[src/rtl/i2s_tx_if.sv]
// i2s_tx_if: valid/ready sample handshake into the I2S transmitter.
// master drives data/valid, slave returns ready.
interface i2s_tx_if #(
    parameter int width_p = 24
);
    logic [width_p-1:0] data;
    logic               valid;
    logic               ready;

    modport master (
        output data,
        output valid,
        input  ready
    );

    modport slave (
        input  data,
        input  valid,
        output ready
    );
endinterface

[src/rtl/i2s_tx.sv]
// i2s_tx: I2S transmitter, one sample per frame on both channels.
// Option: I2S_TX_ZERO_ON_UNDERRUN_EN sends silence on underrun.
module i2s_tx #(
    parameter int width_p      = 24,
    parameter int slot_width_p = 32,
    parameter int sclk_div_p   = 4
) (
    input  logic    clk_i,
    input  logic    reset_i,
    i2s_tx_if.slave in_if,
    output logic    sclk_o,
    output logic    lrclk_o,
    output logic    sdata_o,
    output logic    underrun_o
);
    localparam int frame_bits_lp = 2 * slot_width_p;
    localparam int dw_lp =
        (sclk_div_p > 1) ? $clog2(sclk_div_p) : 1;
    localparam int bw_lp = $clog2(frame_bits_lp);

    localparam logic [dw_lp-1:0] div_last_lp =
        dw_lp'(sclk_div_p - 1);
    localparam logic [bw_lp-1:0] bit_last_lp =
        bw_lp'(frame_bits_lp - 1);
    localparam logic [bw_lp-1:0] slot_lp =
        bw_lp'(slot_width_p);

    logic [dw_lp-1:0]   div_q;
    logic [bw_lp-1:0]   bit_q;
    logic [bw_lp-1:0]   bit_nxt;
    logic [bw_lp-1:0]   slot_idx;
    logic               sclk_q;
    logic               lrclk_q;
    logic               sdata_q;
    logic               underrun_q;
    logic               ready_q;
    logic               full_q;
    logic               full_nxt;
    logic               div_tc;
    logic               fall;
    logic               frame_start;
    logic               xfer;
    logic [width_p-1:0] hold_q;
    logic [width_p-1:0] play_q;
    logic [width_p-1:0] shift_q;
    logic [width_p-1:0] load_val;
    logic [width_p-1:0] slot_val;

    assign div_tc      = (div_q == div_last_lp);
    assign fall        = div_tc & sclk_q;
    assign bit_nxt     = (bit_q == bit_last_lp) ? '0 : bit_q + 1'b1;
    assign frame_start = fall & (bit_q == bit_last_lp);
    assign slot_idx    = (bit_nxt >= slot_lp) ? bit_nxt - slot_lp
                                              : bit_nxt;
    assign xfer        = in_if.valid & ready_q;
    assign full_nxt    = (full_q & ~frame_start) | xfer;

    // play_q also serves as the replay copy of the last sample
`ifdef I2S_TX_ZERO_ON_UNDERRUN_EN
    assign load_val = full_q ? hold_q : '0;
`else
    assign load_val = full_q ? hold_q : play_q;
`endif

    assign slot_val = frame_start ? load_val : play_q;

    assign in_if.ready = ready_q;
    assign sclk_o      = sclk_q;
    assign lrclk_o     = lrclk_q;
    assign sdata_o     = sdata_q;
    assign underrun_o  = underrun_q;

    // divide clk_i down to the bit clock
    always_ff @(posedge clk_i) begin
        if (reset_i) begin
            div_q  <= '0;
            sclk_q <= 1'b0;
        end else if (div_tc) begin
            div_q  <= '0;
            sclk_q <= ~sclk_q;
        end else begin
            div_q <= div_q + 1'b1;
        end
    end

    // frame position, word select and MSB-first serializer
    always_ff @(posedge clk_i) begin
        if (reset_i) begin
            bit_q   <= bit_last_lp;
            lrclk_q <= 1'b0;
            sdata_q <= 1'b0;
            shift_q <= '0;
            play_q  <= '0;
        end else if (fall) begin
            bit_q   <= bit_nxt;
            lrclk_q <= (bit_nxt >= slot_lp);
            if (frame_start) begin
                play_q <= load_val;
            end
            if (slot_idx == '0) begin
                sdata_q <= 1'b0;
                shift_q <= slot_val;
            end else begin
                sdata_q <= shift_q[width_p-1];
                shift_q <= {shift_q[width_p-2:0], 1'b0};
            end
        end
    end

    // one-entry holding register and underrun flag
    always_ff @(posedge clk_i) begin
        if (reset_i) begin
            full_q     <= 1'b0;
            ready_q    <= 1'b0;
            hold_q     <= '0;
            underrun_q <= 1'b0;
        end else begin
            full_q     <= full_nxt;
            ready_q    <= ~full_nxt;
            underrun_q <= frame_start & ~full_q;
            if (xfer) begin
                hold_q <= in_if.data;
            end
        end
    end
endmodule

[src/flat_wrapper.sv]
// flat-port wrapper written by rule: the top's interface ports become plain ports
module i2s_tx_flat 
#(
    parameter int width_p      = 24,
    parameter int slot_width_p = 32,
    parameter int sclk_div_p   = 4
)
  (clk_i, reset_i, sclk_o, lrclk_o, sdata_o, underrun_o, in_if_data, in_if_valid, in_if_ready);
  i2s_tx_if #(.width_p(width_p)) in_if_i ();
  input  logic clk_i;
  input  logic reset_i;
  output logic sclk_o;
  output logic lrclk_o;
  output logic sdata_o;
  output logic underrun_o;
  input wire logic [$bits(in_if_i.data)-1:0] in_if_data;
  input wire logic [$bits(in_if_i.valid)-1:0] in_if_valid;
  output wire logic [$bits(in_if_i.ready)-1:0] in_if_ready;
  assign in_if_i.data = in_if_data;
  assign in_if_i.valid = in_if_valid;
  assign in_if_ready = in_if_i.ready;
  i2s_tx #(.width_p(width_p), .slot_width_p(slot_width_p), .sclk_div_p(sclk_div_p)) u_core (.clk_i(clk_i), .reset_i(reset_i), .in_if(in_if_i), .sclk_o(sclk_o), .lrclk_o(lrclk_o), .sdata_o(sdata_o), .underrun_o(underrun_o));
endmodule
[config.mk]
export PLATFORM = sky130hd
export DESIGN_NAME = i2s_tx_flat
export DESIGN_NICKNAME = d
export VERILOG_FILES = /design/src/rtl/i2s_tx_if.sv /design/src/rtl/i2s_tx.sv /design/src/flat_wrapper.sv
export SDC_FILE = /design/constraint.sdc
export NUM_CORES = 1
export LEC_CHECK = 0
export ABC_CLOCK_PERIOD_IN_PS = 1500
export CORE_ASPECT_RATIO = 1.1
export CORE_MARGIN = 2
export CORE_UTILIZATION = 50
export DETAILED_ROUTE_END_ITERATION = 12
export DONT_BUFFER_PORTS = 1
export PLACE_DENSITY = 0.68
export SLEW_MARGIN = 20
export SYNTH_ARGS = -nofsm -noshare
export SYNTH_HDL_FRONTEND = slang
export SYNTH_SLANG_ARGS = --single-unit
[constraint.sdc]
create_clock -name clk_i -period 1.5 [get_ports clk_i]
set_input_delay 0.3 -clock clk_i [delete_from_list [all_inputs] [get_ports clk_i]]
set_output_delay 0.3 -clock clk_i [all_outputs]
set_load 0.01 [all_outputs]
==> Word level (Yosys, flattened, before mapping) <==
Cells that the tools add are included.
{ "word_totals": {"latch_bits": 0, "word_cells": 35, "mem_bits_rw": 0, "memories": 0, "in_bits": 27, "rom_bits": 0, "register_bits": 86} }
{ "op_classes": {"multipliers": 0, "order_cmp": 1, "n_mux": 6, "reduce_logical": 2, "n_bitwise": 10, "eq_ne": 2, "div_mod_pow": 0, "n_addsub": 3, "shift": 0} }
{ "ops": {"columns": ["op", "count"], "rows": [
  ["$mux W24", 3],
  ["$mux W6", 2],
  ["$add A6 B1 Y6 const B", 1],
  ["$eq A6 B6 Y1 const B", 1],
  ["$ge A6 B6 Y1 const B", 1],
  ["$logic_not A6 Y1", 1],
  ["$sub A6 B6 Y6 const B", 1],
  ["$and A1 B1 Y1", 5],
  ["$not A1 Y1", 4],
  ["$add A2 B1 Y2 const B", 1],
  ["$eq A2 B2 Y1 const B", 1],
  ["$reduce_or A2 Y1", 1],
  ["$mux W1", 1],
  ["$or A1 B1 Y1", 1]
]} }

==> Depth between registers and ports, before layout <==
Gate-level depths: netlist of the first run.
{ "depth": {"ltp_word": 7, "ltp_mapped": 9, "mapped_depth_nobuf": 6} }

==> Worst setup path before layout of the first run <==
OpenSTA, ideal clock, no wires.
{ "synth_timing": {"path_kind": "register to register", "start": "register u_core.div_q[0]", "end": "register u_core.shift_q[19]", "required_ps": 1364, "stages_incl_launch_ff": 7, "setup_slack_ps": -123, "arrival_ps": 1487, "n_path_buf": 1, "cell_sequence": "dfxtp_1 > ha_1 > and2_1 > nand4_2 > buf_2 > mux2i_1 > o311ai_1"} }
{ "synth_via": {"elab_chain_len": 5} }
{ "synth_lines": {"columns": ["item", "line_no", "source"], "rows": [
  ["from (decl)", "i2s_tx.sv:28", "logic [dw_lp-1:0] div_q;"],
  ["from (signal assigned)", "i2s_tx.sv:82", "div_q <= div_q + 1'b1;"],
  ["$eq A2 B2 Y1 (*)", "i2s_tx.sv:49", "assign div_tc = (div_q == div_last_lp);"],
  ["$and A1 B1 Y1 (*)", "i2s_tx.sv:50", "assign fall = div_tc & sclk_q;"],
  ["$and A1 B1 Y1", "i2s_tx.sv:52", "assign frame_start = fall & (bit_q == bit_last_lp);"],
  ["$mux W24", null, null],
  ["$mux W24", "i2s_tx.sv:100", "if (slot_idx == '0) begin"],
  ["to (signal assigned)", "i2s_tx.sv:102", "shift_q <= slot_val;"],
  ["to (signal assigned)", "i2s_tx.sv:105", "shift_q <= {shift_q[width_p-2:0], 1'b0};"],
  ["to (decl)", "i2s_tx.sv:45", "logic [width_p-1:0] shift_q;"]
]} }
Mark *: on every way between the ends. The rest lies on a longest branch, timed or not.
A chain may end at the register's enable or synchronous reset.

==> Worst setup path in the final report of the first run <==
{ "layout_timing": {"start": "register u_core.div_q[0]", "end": "register u_core.shift_q[5]"} }
The elaborated chain is that of the path after synthesis.

==> results of run 1 <==
layer usage:
metal  global-route usage  up-vias  share of wire
met5                    0        -              0
met4              0.06989        0          0.017
met2               0.3107       45           0.49
met1               0.2384     1277           0.46
met3              0.04680       11          0.035
li1                     -     1299              -
layout make-up:
type / instances / area [µm²] / share of cell area
well taps: 82 / 102.6 / 0.02577
flip-flops and latches: 86 / 1743 / 0.4378
clock inverters: 4 / 48.80 / 0.01226
repair buffers: 24 / 230.2 / 0.05783
clock buffers: 11 / 131.4 / 0.03300
multi-input cells: 247 / 1725 / 0.4334
worst reg2reg max path, stage by stage (launching register included):
cell and delay, ns:
dfxtp_2 0.33, ha_2 0.17, and2_4 0.17, nand4_4 0.10
buf_12 0.20, mux2i_1 0.33, o311ai_2 0.11
path summary, 6_finish.rpt:
kind                                         end  slack [ns]  depth (start not counted)
hold reg to reg       u_core.div_q[0]$_SDFF_PP0_        0.41                          1
setup / recovery  u_core.shift_q[5]$_SDFFE_PP0N_       -0.03                          6
setup reg to reg  u_core.shift_q[5]$_SDFFE_PP0N_       -0.03                          6
hold / removal     u_core.play_q[3]$_SDFFE_PP0N_        0.02                          1
synthesized netlist by cell type, types with 3 or more instances:
library cell | instances | share of area
o311ai_1 | 23 | 0.058
nor2_1 | 28 | 0.030
nand4b_1 | 23 | 0.058
clkbuf_1 | 23 | 0.025
buf_2 | 5 | 0.0072
nor3_1 | 4 | 0.0057
mux2i_1 | 24 | 0.069
nand3b_1 | 24 | 0.052
buf_6 | 4 | 0.013
xnor2_1 | 3 | 0.0075
ha_1 | 3 | 0.011
a21oi_1 | 28 | 0.040
nand2_1 | 62 | 0.067
dfxtp_1 | 86 | 0.49
state kept, by name (all words and copies together), names as in the netlist:
register            count
u_core.bit_q            6
u_core.div_q            2
u_core.full_q           1
u_core.hold_q          24
u_core.in_if.ready      1
u_core.lrclk_o          1
u_core.play_q          24
u_core.sclk_o           1
u_core.sdata_o          1
u_core.shift_q         24
u_core.underrun_o       1
cells by family after synthesis:
family | count (synthesis) | share of synthesized area
AND/OR/NAND/NOR | 157 | 0.2455
XOR/XNOR | 5 | 0.01253
AO/OA/AOI/OAI | 58 | 0.1188
buffers and inverters | 34 | 0.05118
flip-flops | 86 | 0.4925
multiplexers | 24 | 0.06872
adder cells (fa/ha/maj) | 3 | 0.01074
timing repair:
item | in CTS | in global routing
endpoints found under the hold margin | 7 | 2
buffers inserted | 0 | 1
hold buffers | 1 | 1
endpoints found under the setup margin | 24 | 33
resized for setup | 13 | 18
pin swaps | 3 | 8
power groups by stage:
stage	Clock [µW]	Combinational (µW)	Sequential, µW
after floorplan	0	187	2400
after global placement	0	193	2410
after detailed placement	0	199	2410
after CTS	1590	205	2350
after global routing	1680	239	2360
final	1540	213	2350
metrics by stage:
stage	TNS, ns	power [µW]	cell area (µm²)	worst slack, ns	util
6_report	-0.1025	4104	3981	-0.03159	0.5968
5_1_grt	-1.634	4275	3981	-0.08790	0.5968
4_1_cts	-0.1472	4154	3877	-0.02937	0.5812
3_5_place_dp	-0.8423	2609	3643	-0.08396	0.5461
3_3_place_gp	-0.007899	2602	3643	-0.007899	0.5461
2_1_floorplan	-0.6956	2591	3531	-0.04085	-
==> run summary, run 1 <==
Status: finished with violations
Failing checks: negative setup slack
Placed wire-length estimate: 4134 µm
Most common cell after layout, fill and taps aside: dfxtp_1
CTS tree: built
Buf+Inv Stages, Crit Path: 1
Worst setup path start: u_core.div_q[0]$_SDFF_PP0_
Routed wire length: 6959 µm
Fin Hold WS: 0.02365 ns
Worst r2r src: u_core.div_q[0]$_SDFF_PP0_
Initial core utilization: 0.5240
Antenna cells: 0
Max_cap viols: 0
Vias in the first global route: 2575
H-Tree Level Count: 3
Worst Tran Pin Value: 0.2946 ns
Hold Vio Cnt, Final: 0
Max IR drop VDD: 0.7188 mV
First-pass GRT wire length: 11790 µm
Fraction of registers with async set or reset after synthesis: 0
Vias/cell: 5.797
Minimum clock period: 1.532 ns
Leak: 0.001499 µW
Avg Cell Area, Syn: 9.525 µm²
Post-route DRC: 0
RSZ-0062 raised after global routing: yes
Crit path DAT: 1.77 ns
CTS max path bufs: 2
Crit-path max cell delay: 0.33 ns
Net switching fraction of the power: 0.2245
Final setup violating endpoints: 7
Total congestion overflow: 0
Clock power share: 0.375
Post-synth net total: 397
Worst-Skew Late Latency: 0.35 ns
Delay-heaviest family, CP: flip-flops
EDFF count, synth: 0
Start point of the worst hold path: reset_i
Worst-path cell chain: ha_2, and2_4, nand4_4, buf_12, mux2i_1, o311ai_2
Sequential-to-total area share from yosys stat: 0.4925
Reg power frac: 0.573
Clock sink total: 86
Skew final: 0.01378 ns
Count of cell types in the netlist: 34
Commonest cells after routing, fill and taps aside: 79 x dfxtp_1, 60 x nand2_1, 28 x nor2_1, 28 x a21oi_1, 24 x nand3b_1
Area Overhead vs Synth: 13.89%
Worst-path maximum fanout: 23
Synth warn: 0
Routed vias: 2632
Initial DRC count: 108
Ys flop type: dfxtp_1
Int Pwr: 3183 µW
Root buffer cell: clkbuf_8
Final worst slack: -0.03159 ns
Finished Layout Cells: 454
# port buffers: 0
Total Die Area: 0.007678 mm²
Yosys reg bits: 86
Avg WL per Cell: 15.33 µm
Gr usage total: 0.1883
Placed Cells incl. Taps: 436
Worst setup EP type: flop
Initial antenna violation count: 0
Fill cells: 596
Worst hold path type: input port to flop
Final nets: 398
Die height: 91.70 µm
Power Dens Cells: 1031 mW/mm²
Synth Instances: 367
Cell Area, Synth: 0.003496 mm²
Reg clk slew, reported paths: 0.09 ns
TritonCTS Buffers: 9
Core area: 0.006671 mm²
Final Cycle Share: 1.021
Layout cells sized above 1: 0.1855
Largest net degree at the start of global routing: 103
Combinational fraction of design power: 0.052
CP Launch Type: flop
Switching Power: 921.5 µW
CP max-delay cell: dfxtp_2
Width of the die: 83.73 µm
WP data required: 1.73 ns
Boundary Pins: 32
First drt pass iteration count: 4
RePlAce Congestion: 0.8164
DRT antenna net count: 0
F_max: 652.9 MHz
Critical path class: flop to flop
Num rows: 31
Final Max Slew Viols: 0
Slew margin rel.: 0.8030
(Power assumes the default switching activity.)
==> inputs of run 2 (changes only) <==
Settings changed: CORE_ASPECT_RATIO 1.1 to 1.2, GPL_TIMING_DRIVEN from default to 0.
==> run 2 against run 1 <==
Effect of this change: largest power group unchanged; routed wire length rose by 15%; cell count rose by 6.4%; clock-buffer cell count fell by 1; the run still ends with negative setup slack left; worst hold slack improved by 0.047 ns; via count rose by 4.3%; die area barely moved; critical endpoint is now u_core.shift_q[15]$_SDFFE_PP0N_; total power rose by 15%.
==> run summary, run 2 (synthesis gave the netlist of run 1 again) <==
Status: finished with violations
Failing checks: negative setup slack
Skew final: 0.008784 ns
Worst r2r src: u_core.div_q[0]$_SDFF_PP0_
Final Cycle Share: 1.116
Num rows: 33
Worst Tran Pin Value: 0.6343 ns
Max_cap viols: 0
Boundary Pins: 32
Root buffer cell: clkbuf_8
Minimum clock period: 1.674 ns
Initial core utilization: 0.5131
Switching Power: 987.5 µW
Combinational fraction of design power: 0.060
Vias/cell: 5.685
Start point of the worst hold path: in_if_data[11]
Buf+Inv Stages, Crit Path: 2
Worst-path cell chain: ha_4, and2_4, nand4_4, buf_12, buf_12, mux2i_4, o311ai_2
CP Launch Type: flop
TritonCTS Buffers: 9
Initial antenna violation count: 0
RSZ-0062 raised after global routing: yes
CP max-delay cell: dfxtp_2
DRT antenna net count: 0
Final setup violating endpoints: 49
Post-CTS Hold Buffers: 0
Vias in the first global route: 2573
Clock sink total: 86
Setup TNS: -3.757 ns
Reg power frac: 0.499
RePlAce Congestion: 0.7683
Worst-Skew Late Latency: 0.36 ns
Max IR drop VDD: 0.7456 mV
Die height: 95.60 µm
Fin Hold WS: 0.07090 ns
Routed vias: 2746
Crit path DAT: 1.93 ns
Finished Layout Cells: 483
Largest regs: u_core.hold_q x24, u_core.play_q x24, u_core.shift_q x24
Reg clk slew, reported paths: 0.08 ns
Total Die Area: 0.007679 mm²
Placed wire-length estimate: 5020 µm
Initial DRC count: 156
Worst setup path start: u_core.div_q[0]$_SDFF_PP0_
F_max: 597.5 MHz
Worst setup EP type: flop
Crit-path max cell delay: 0.36 ns
Total congestion overflow: 0
Antenna cells: 0
Final Max Slew Viols: 0
Most common cell on crit path: buf_12
Width of the die: 80.33 µm
Placed Cells incl. Taps: 454
Final nets: 423
Commonest cells after routing, fill and taps aside: 78 x dfxtp_1, 62 x nand2_1, 28 x nor2_1
Avg WL per Cell: 16.59 µm
Power Dens Cells: 1087 mW/mm²
CTS tree: built
Largest net degree at the start of global routing: 14
Clock power share: 0.441
Delay-heaviest family, CP: flip-flops
WP data required: 1.76 ns
Layout cells sized above 1: 0.2374
Net switching fraction of the power: 0.2085
Routed wire length: 8013 µm
Most common cell after layout, fill and taps aside: dfxtp_1
Worst-path maximum fanout: 5
Area Overhead vs Synth: 24.59%
First-pass GRT wire length: 12670 µm
H-Tree Level Count: 3
# port buffers: 0
Post-route DRC: 0
Critical path class: flop to flop
Leak: 0.001543 µW
Final worst slack: -0.1737 ns
Int Pwr: 3749 µW
Gr usage total: 0.2175
Worst hold path type: input port to flop
First drt pass iteration count: 4
Slew margin rel.: 0.5771
Fill cells: 580
CTS max path bufs: 2
Hold Vio Cnt, Final: 0
Core area: 0.006813 mm²
[run 2: cell types whose count changed in the layout (fill, tap and decap cells not counted), sizes merged]
cell         previous run  this run
clkbuf                 11        32
bufinv                  1         4
buf                    22        27
clkinv                  3         0
dlygate4sd3             2         0
[run 2: final timing paths]
check | end | slack, ns | depth (start not counted)
max | u_core.shift_q[15]$_SDFFE_PP0N_ | -0.17 | 7
min | u_core.hold_q[11]$_SDFFE_PP0P_ | 0.07 | 2
max reg2reg | u_core.shift_q[15]$_SDFFE_PP0N_ | -0.17 | 7
min reg2reg | u_core.div_q[0]$_SDFF_PP0_ | 0.44 | 1
[run 2: worst register-to-register path, cell delays in order, from the launching register on]
cell	delay [ns]
dfxtp_2	0.36
ha_4	0.15
and2_4	0.18
nand4_4	0.15
buf_12	0.18
buf_12	0.14
mux2i_4	0.18
o311ai_2	0.23
[run 2: area by class of cell]
| class | instances | area [µm²] | area share |
|---|---|---|---|
| repair buffers | 19 | 236.5 | 0.05429 |
| clock buffers | 10 | 137.6 | 0.03160 |
| clock inverters | 4 | 120.1 | 0.02758 |
| well taps | 87 | 108.9 | 0.02499 |
| multi-input cells | 247 | 1804 | 0.4142 |
| flip-flops and latches | 86 | 1742 | 0.3999 |
| plain buffers | 30 | 206.4 | 0.04740 |
[run 2: per-layer routing]
layer	global-route usage	up-vias	routed length, µm
met2	0.3500	55	3921
met1	0.2906	1320	3643
met3	0.04072	11	321
li1	-	1360	-
met5	0	-	0
met4	0.08051	0	127
[run 2: power groups by stage]
stage | combinational [µW] | sequential, µW | clock [µW]
after global routing | 314 | 2370 | 2220
after CTS | 279 | 2360 | 2110
after global placement | 239 | 2410 | 0
after floorplan | 187 | 2400 | 0
final | 286 | 2360 | 2090
after detailed placement | 244 | 2410 | 0
[run 2: per-stage QoR]
stage	worst slack, ns	total power, µW	cell area (µm²)	util
after floorplan	-0.04085	2591	3531	-
after global placement	-0.2392	2648	3640	0.5343
after detailed placement	-0.2714	2655	3640	0.5343
after CTS	-0.1333	4746	4245	0.6231
after global routing	-0.2384	4904	4355	0.6393
final	-0.1737	4736	4355	0.6393
[run 2: what timing repair did]
item | in CTS | in global routing
hold endpoints to repair | 0 | 0
setup endpoints to repair | 71 | 76
pin swaps | 23 | 9
gates resized for setup | 49 | 27
setup buffers | 12 | 2
gates cloned | 5 | 0
==> inputs of run 3 (changes only) <==
Settings changed: ABC_CLOCK_PERIOD_IN_PS 1500 to 2100, PLACE_DENSITY 0.68 to 0.65.
Clock period 1.5 ns to 2.1 ns, I/O delays scaled along.
==> run 3 against run 2 <==
Effect of this change: via count down 4.0%; clock-buffer cell count up 3; routed wire length down 11%; the run now ends clean; combinational power down 40%; sequential cell count unchanged; clock power down 51%.
==> run summary, run 3 (synthesis gave the netlist of run 1 again) <==
Switching Power: 680.4 µW
Avg WL per Cell: 15.16 µm
Worst r2r src: u_core.div_q[0]$_SDFF_PP0_
Power Dens Cells: 758.3 mW/mm²
Initial DRC count: 135
Max_cap viols: 0
Critical path class: flop to flop
Commonest cells after routing, fill and taps aside: 86 x dfxtp_1, 62 x nand2_1, 28 x nor2_1, 28 x a21oi_1, 26 x clkbuf_1
Crit-path max cell delay: 0.35 ns
Layout cells sized above 1: 0.08094
RSZ-0062 raised after global routing: no
Post-route DRC: 0
CTS max path bufs: 2
Worst-Skew Late Latency: 0.34 ns
Min-Delay Path Depth: 2
Minimum clock period: 1.905 ns
Delay-heaviest family, CP: simple AND/OR/NAND/NOR gates
Root buffer cell: clkbuf_8
Utilization after layout: 0.5556
Start point of the worst hold path: in_if_data[20]
DRT antenna net count: 0
Die height: 95.60 µm
Total congestion overflow: 0
F_max: 524.9 MHz
Core area: 0.006813 mm²
RePlAce Congestion: 0.7601
WP data required: 2.34 ns
Vias/cell: 5.609
Critical R2R Capture: u_core.shift_q[5]$_SDFFE_PP0N_
Reg clk slew, reported paths: 0.09 ns
Routed wire length: 7125 µm
Int Pwr: 2190 µW
Initial core utilization: 0.5131
Post-CTS Hold Buffers: 0
DP Area: 0.003605 mm²
Placed wire-length estimate: 4907 µm
Leak: 0.001443 µW
Final setup violating endpoints: 0
Crit path DAT: 2.14 ns
Worst setup EP type: flop
Final Max Slew Viols: 0
CTS tree: built
Vias in the first global route: 2491
Skew final: 0.008683 ns
CP Launch Type: flop
# port buffers: 0
Boundary Pins: 32
Worst hold path type: input port to flop
Routed vias: 2636
First drt pass iteration count: 4
Status: finished clean
Most common cell after layout, fill and taps aside: dfxtp_1
Num rows: 33
Antenna cells: 0
Combinational fraction of design power: 0.060
Hold Vio Cnt, Final: 0
Fill cells: 651
TritonCTS Buffers: 9
Setup TNS: 0 ns
Gr usage total: 0.2058
Width of the die: 80.33 µm
Final instance area: 0.003785 mm²
Seq. cell area: 0.001722 mm²
Clock sink total: 86
CP max-delay cell: dfxtp_1
Final Cycle Share: 0.9072
Placed Cells incl. Taps: 454
Clock power share: 0.354
Multi-input logic area: 0.001604 mm²
Worst-path cell chain: ha_1, and2_1, nand2b_1, clkbuf_1, o311ai_1
Total Die Area: 0.007679 mm²
Reg2reg setup slack: 0.19 ns
Worst Hold End: u_core.hold_q[20]$_SDFFE_PP0P_
Final nets: 408
H-Tree Level Count: 3
Area Overhead vs Synth: 8.268%
Net switching fraction of the power: 0.2371
Largest regs: u_core.hold_q x24, u_core.play_q x24, u_core.shift_q x24
Buf+Inv Stages, Crit Path: 1
Reg power frac: 0.586
Worst-path maximum fanout: 10
Initial antenna violation count: 0
Largest net degree at the start of global routing: 14
Slew margin rel.: 0.6061
First-pass GRT wire length: 12010 µm
Finished Layout Cells: 470
Fin Hold WS: 0.2010 ns
Worst Tran Pin Value: 0.5909 ns
Max IR drop VDD: 0.5218 mV
R2R cell count: 5
run 3: changes by cell type in the layout (fill, tap and decap cells not counted), moves of 5 or more:
cell | previous run | this run
dfxtp_1 | 78 | 86
mux2i_1 | 4 | 24
clkbuf_1 | 15 | 26
buf_4 | 10 | 2
mux2i_2 | 15 | 0
mux2i_4 | 5 | 0
run 3: layout make-up:
class	instances	share of cell area
clock inverters	3	0.005289
flip-flops and latches	86	0.4549
multi-input cells	247	0.4238
well taps	87	0.02876
plain buffers	34	0.04793
clock buffers	13	0.03934
run 3: power groups by stage:
stage | combinational [µW] | sequential (µW) | clock, µW
after detailed placement | 174 | 1720 | 0
after global placement | 170 | 1720 | 0
final | 171 | 1680 | 1020
after floorplan | 132 | 1720 | 0
after global routing | 195 | 1690 | 1110
after CTS | 174 | 1680 | 1040
run 3: what timing repair did:
action                     4_1_cts  5_1_grt
gates resized for setup          0        3
setup endpoints to repair        0        2
setup buffers                    0        0
run 3: stage by stage:
step           worst slack, ns  total power [µW]
2_1_floorplan           0.4767              1848
3_3_place_gp            0.1871              1890
3_5_place_dp            0.1054              1895
4_1_cts                0.08869              2892
5_1_grt                0.03348              2990
6_report                0.1948              2870
run 3: worst max-delay path by stage:
stage	from	cells after the start	to	slack (ns)
3_5_place_dp	u_core.div_q[0]$_SDFF_PP0_	6	u_core.shift_q[22]$_SDFFE_PP0N_	0.11
6_report	u_core.div_q[0]$_SDFF_PP0_	5	u_core.shift_q[5]$_SDFFE_PP0N_	0.19
4_1_cts	u_core.div_q[0]$_SDFF_PP0_	6	u_core.shift_q[22]$_SDFFE_PP0N_	0.09
3_3_place_gp	u_core.div_q[0]$_SDFF_PP0_	6	u_core.shift_q[22]$_SDFFE_PP0N_	0.19
2_1_floorplan	u_core.div_q[0]$_SDFF_PP0_	6	u_core.shift_q[19]$_SDFFE_PP0N_	0.48
5_1_grt	u_core.div_q[0]$_SDFF_PP0_	5	u_core.shift_q[1]$_SDFFE_PP0N_	0.03
run 3: layer usage:
layer / wire length, µm / up-vias / global-route usage
li1: - / 1327 / -
met1: 3394 / 1260 / 0.2776
met2: 3445 / 45 / 0.3354
met3: 252 / 4 / 0.04261
met4: 32 / 0 / 0.05508
met5: 0 / - / 0
==> patch 1: new RTL, flow settings as in run 1 <==
The option `I2S_TX_ZERO_ON_UNDERRUN_EN` is turned on by a define.
--- a/src/rtl/i2s_tx.sv
+++ b/src/rtl/i2s_tx.sv
@@ -1,5 +1,7 @@
 // i2s_tx: I2S transmitter, one sample per frame on both channels.
 // Option: I2S_TX_ZERO_ON_UNDERRUN_EN sends silence on underrun.
+`define I2S_TX_ZERO_ON_UNDERRUN_EN
+
 module i2s_tx #(
     parameter int width_p      = 24,
     parameter int slot_width_p = 32,
Formal check against the unedited RTL: no difference found for any inputs over 10 cycles, from zero or initial values and one cycle with reset_i high; that may be too few to reach the edited logic, so the function may still have changed.
==> patch 1 against run 1 <==
  * The flow still finishes with violations (negative setup slack)
  * Sequential cell count unchanged
  * Routed wire length up 15%
  * Synthesized cell count up 10%
  * Power up 6.0%
  * Final area up 8.7%
  * Critical path depth up 1
  * Worst setup slack worse by 47 ps
  * Synthesized area up 1.6%
  * First-iteration DRC count up 68%
  * Utilization up 2.5 points
  * Largest power group unchanged
==> patch 1: results (changes against run 1) <==
| Metric | Value |
|---|---|
| Final worst setup slack | `-79.0 ps (-47.4 ps)` |
| Commonest cells in the netlist | `dfxtp_1 (86), nand2_1 (68), a21oi_1 (55)` |
| Placed instance area | `3890 um^2 (+6.7%)` |
| Synth Area in Compound Gates | `15.4% (+3.5 points)` |
| Hold Crit Class | `input port to flop` |
| Reg clk slew, reported paths | `90 ps (about the same)` |
| Crit-path leading delay family | `simple AND/OR/NAND/NOR gates` |
| Worst-Margin Slew | `948 ps (+654 ps)` |
| Post-detail-place hpwl | `4610 um (+11%)` |
| Worst Clk Skew | `12.5 ps (-1.31 ps)` |
| CP startpoint | `u_core.bit_q[0]$_SDFFE_PP1N_` |
| First-pass GRT wire length | `13100 um (+11%)` |
| Max incr delay on CP | `380 ps (+50 ps)` |
| Setup WS pre-CTS | `-118 ps (-33.6 ps)` |
| Initial DRC count | `181 (+68%)` |
| Status | `complete, but fails checks` |
| Failing checks | `negative setup slack` |
| Via count | `2927 (+11%)` |
| Number of nets in the layout | `449 (+13%)` |
| 1st-pass router iterations | `4 (unchanged)` |
| Mux cell area share after synthesis | `0% (-6.9 points)` |
| GRT Total Usage | `21.0% (+2.2 points)` |
| Final setup violation count | `25 (+18)` |
| Cells after synthesis | `405 (+10%)` |
| Arr. time, crit path | `1840 ps (+70 ps)` |
| Clock Tree Buf Depth | `2 (unchanged)` |
| CP max-delay cell | `dfxtp_4` |
| XOR/XNOR Fraction of Synth Area | `0.739% (-0.51 points)` |
| Post-synthesis sequential area ratio | `48.5% (-0.80 points)` |
| Vias per cell | `5.75 (-0.81%)` |
| Vias in the first global route | `2688 (+4.4%)` |
| Placed insts | `488 (+12%)` |
| Layout cells sized above 1 | `24.5% (+6.0 points)` |
| Largest cells by area after synthesis | `dfxtp_1 (48%), a21oi_1 (7.7%), nand2_1 (7.2%)` |
| Maximum VDD drop | `0.00104 V (+44%)` |
| GPL Wtd Cong | `0.735 (-10%)` |
| Largest net degree at the start of global routing | `87 (-16%)` |
| Area share of fa/ha/maj cells after synthesis | `1.06% (-0.017 points)` |
| Total Wirelength | `8020 um (+15%)` |
patch 1: repair_timing:
| action | in CTS | in global routing |
|---|---|---|
| hold buffers | 3 | 2 |
| hold endpoints to repair | 21 | 11 |
| pin swaps | 5 | 8 |
| gates resized for setup | 22 | 27 |
| endpoints found under the setup margin | 29 | 46 |
patch 1: logic make-up (layout without fill, tap and decap cells):
| group | count (synthesis) | in the layout |
|---|---|---|
| XOR/XNOR | 3 | 3 |
| AND/OR/NAND/NOR | 188 | 188 |
| adder cells (fa/ha/maj) | 3 | 3 |
| buffers and inverters | 38 | 57 |
| AO/OA/AOI/OAI | 87 | 87 |
| flip-flops | 86 | 86 |
patch 1: metal layers:
metal / global-route usage [%] / vias to the layer above / part of all wire, %
met5: 0 / - / 0
met4: 6.48 / 0 / 1.1
met3: 4.90 / 7 / 5.5
met2: 31.6 / 68 / 45
met1: 30.0 / 1382 / 48
li1: - / 1470 / -
patch 1: cell type report:
class                   count  area, um^2
fillers                   602        2640
multi-input cells         281        1880
flip-flops and latches     86        1740
repair buffers             41         397
clock buffers              10         138
well taps                  85         106
clock inverters             6        73.8
patch 1: path summary, 6_finish.rpt:
kind	slack [ps]	end	cells past startpoint
min	20	u_core.play_q[0]$_SDFFE_PP0N_	1
min reg2reg	440	u_core.div_q[0]$_SDFF_PP0_	1
max	-80	u_core.shift_q[8]$_SDFFE_PP0N_	7
max reg2reg	-80	u_core.shift_q[8]$_SDFFE_PP0N_	7
patch 1: where the power goes:
part,internal [mW],leakage (nW),switching (mW)
combinational,0.113,0.736,0.144
clock,0.843,0.108,0.896
sequential,2.33,0.695,0.0312
==> patch 2: new RTL, settings of run 1 <==
Made on the original files. Reset style: asynchronous (`reset_i`), changed in 3 clocked blocks.
--- a/src/rtl/i2s_tx.sv
+++ b/src/rtl/i2s_tx.sv
@@ -71,7 +71,7 @@
     assign underrun_o  = underrun_q;
 
     // divide clk_i down to the bit clock
-    always_ff @(posedge clk_i) begin
+    always_ff @(posedge clk_i or posedge reset_i) begin
         if (reset_i) begin
             div_q  <= '0;
             sclk_q <= 1'b0;
@@ -84,7 +84,7 @@
     end
 
     // frame position, word select and MSB-first serializer
-    always_ff @(posedge clk_i) begin
+    always_ff @(posedge clk_i or posedge reset_i) begin
         if (reset_i) begin
             bit_q   <= bit_last_lp;
             lrclk_q <= 1'b0;
@@ -108,7 +108,7 @@
     end
 
     // one-entry holding register and underrun flag
-    always_ff @(posedge clk_i) begin
+    always_ff @(posedge clk_i or posedge reset_i) begin
         if (reset_i) begin
             full_q     <= 1'b0;
             ready_q    <= 1'b0;
Check against the original RTL: differs if reset_i is asserted again (counterexample within 4 cycles, from zero or initial values and one cycle with reset_i high); with reset_i held inactive, the same outputs for 10 cycles.
==> patch 2 against run 1 <==
  * The run still ends with negative setup slack left
  * Routed wire length down 13%
  * Synthesized area grew 1.7%
  * Worst setup slack got worse by 510 ps
  * Final area increased by 6.7%
  * Clock skew down 10 ps
  * Synthesized cell count down 32%
  * Sequential cell count did not move
  * First-iteration DRC count grew 4.6%
  * Critical path type unchanged
  * Largest cell class unchanged
Power is not compared: it rests on default switching activity, and its combinational part moved more than twofold at a synthesized area within 25%.
==> patch 2: results (changes against run 1) <==
| Metric | Value |
|---|---|
| Mux cell area share after synthesis | `14.9% (+8.0 points)` |
| Worst Clk Skew | `3.64 ps (-10.1 ps)` |
| Final worst setup slack | `-542 ps (-511 ps)` |
| Via count | `2016 (-23%)` |
| Placed insts | `346 (-21%)` |
| Final setup violation count | `47 (+40)` |
| Status | `complete, but fails checks` |
| Failing checks | `negative setup slack` |
| Layout cells sized above 1 | `41.8% (+23 points)` |
| Syn Area/Cell | `14.2 um^2 (+49%)` |
| WL met1 | `2860 um (-11%)` |
| First-pass GRT wire length | `10400 um (-12%)` |
| Met2 routed WL | `2930 um (-14%)` |
| Routed WL per cell | `16.6 um (+8.1%)` |
| Synth Area in Compound Gates | `10.3% (-1.5 points)` |
| Vias in the first global route | `2148 (-17%)` |
| Number of nets in the layout | `305 (-23%)` |
| GRT met2 Usage | `25.7% (-5.3 points)` |
| Vias per cell | `5.52 (-4.7%)` |
| Largest cells by area after synthesis | `dfrtp_1 (56%), mux2_2 (15%), a221o_1 (5.6%)` |
| Placed instance area | `3830 um^2 (+5.0%)` |
| Area share of fa/ha/maj cells after synthesis | `1.06% (-0.018 points)` |
| M3 GR Usage | `3.65% (-1.0 points)` |
| Grt met1 use | `23.6% (-0.23 points)` |
| Max incr delay on CP | `560 ps (+230 ps)` |
| Initial DRC count | `113 (+4.6%)` |
| Post-synthesis sequential area ratio | `60.8% (+12 points)` |
| GPL Wtd Cong | `0.767 (-6.0%)` |
| Crit Path Max Fanout | `9 (-61%)` |
| FILL cells | `536 (-10%)` |
| XOR/XNOR Fraction of Synth Area | `1.48% (+0.23 points)` |
| CP max-delay cell | `dfstp_2` |
| Largest net degree at the start of global routing | `87 (-16%)` |
patch 2: changes by cell type after synthesis, moves of 20 or more:
cell and delta:
a21oi_1 -28, nand3b_1 -24, dfxtp_1 -86, nor2_1 -26, o311ai_1 -23, mux2i_1 -24, nand2_1 -46, mux2_2 +47
dfrtp_1 +80, nand4b_1 -23, a221o_1 +20, nor2b_1 +21
patch 2: layout make-up:
| class | count | area (um^2) | area share (%) |
|---|---|---|---|
| inverters | 2 | 11.3 | 0.265 |
| well taps | 85 | 106 | 2.50 |
| multi-input cells | 148 | 1430 | 33.6 |
| clock inverters | 5 | 104 | 2.45 |
| flip-flops and latches | 86 | 2160 | 50.9 |
| repair buffers | 28 | 287 | 6.75 |
| clock buffers | 11 | 151 | 3.57 |
patch 2: timing repair:
item / in CTS / in global routing
buffers inserted: 2 / 0
hold buffers: 1 / 0
endpoints found under the hold margin: 80 / 0
resized for setup: 20 / 11
setup endpoints to repair: 53 / 53
pin swaps: 3 / 1
patch 2: path summary, 6_finish.rpt:
kind                       cells after the start  slack, ps                   startpoint                       endpoint
setup / recovery                               7       -540  u_core.bit_q[1]$_DFFE_PP1N_  u_core.shift_q[2]$_DFFE_PP0N_
hold reg to reg                                1        430    u_core.div_q[0]$_DFF_PP0_      u_core.div_q[0]$_DFF_PP0_
min in group asynchronous                      3        550                      reset_i  u_core.play_q[11]$_DFFE_PP0N_
max in group asynchronous                      3        580                      reset_i    u_core.bit_q[4]$_DFFE_PP1N_
setup reg to reg                               7       -540  u_core.bit_q[1]$_DFFE_PP1N_  u_core.shift_q[2]$_DFFE_PP0N_
hold / removal                                 1        100                in_if_data[5]   u_core.hold_q[5]$_DFFE_PP0P_
patch 2: power breakdown:
group	internal, mW	switching [mW]
Clock	1.20	0.788
Sequential	2.32	0
Combinational	0.00845	0.0444
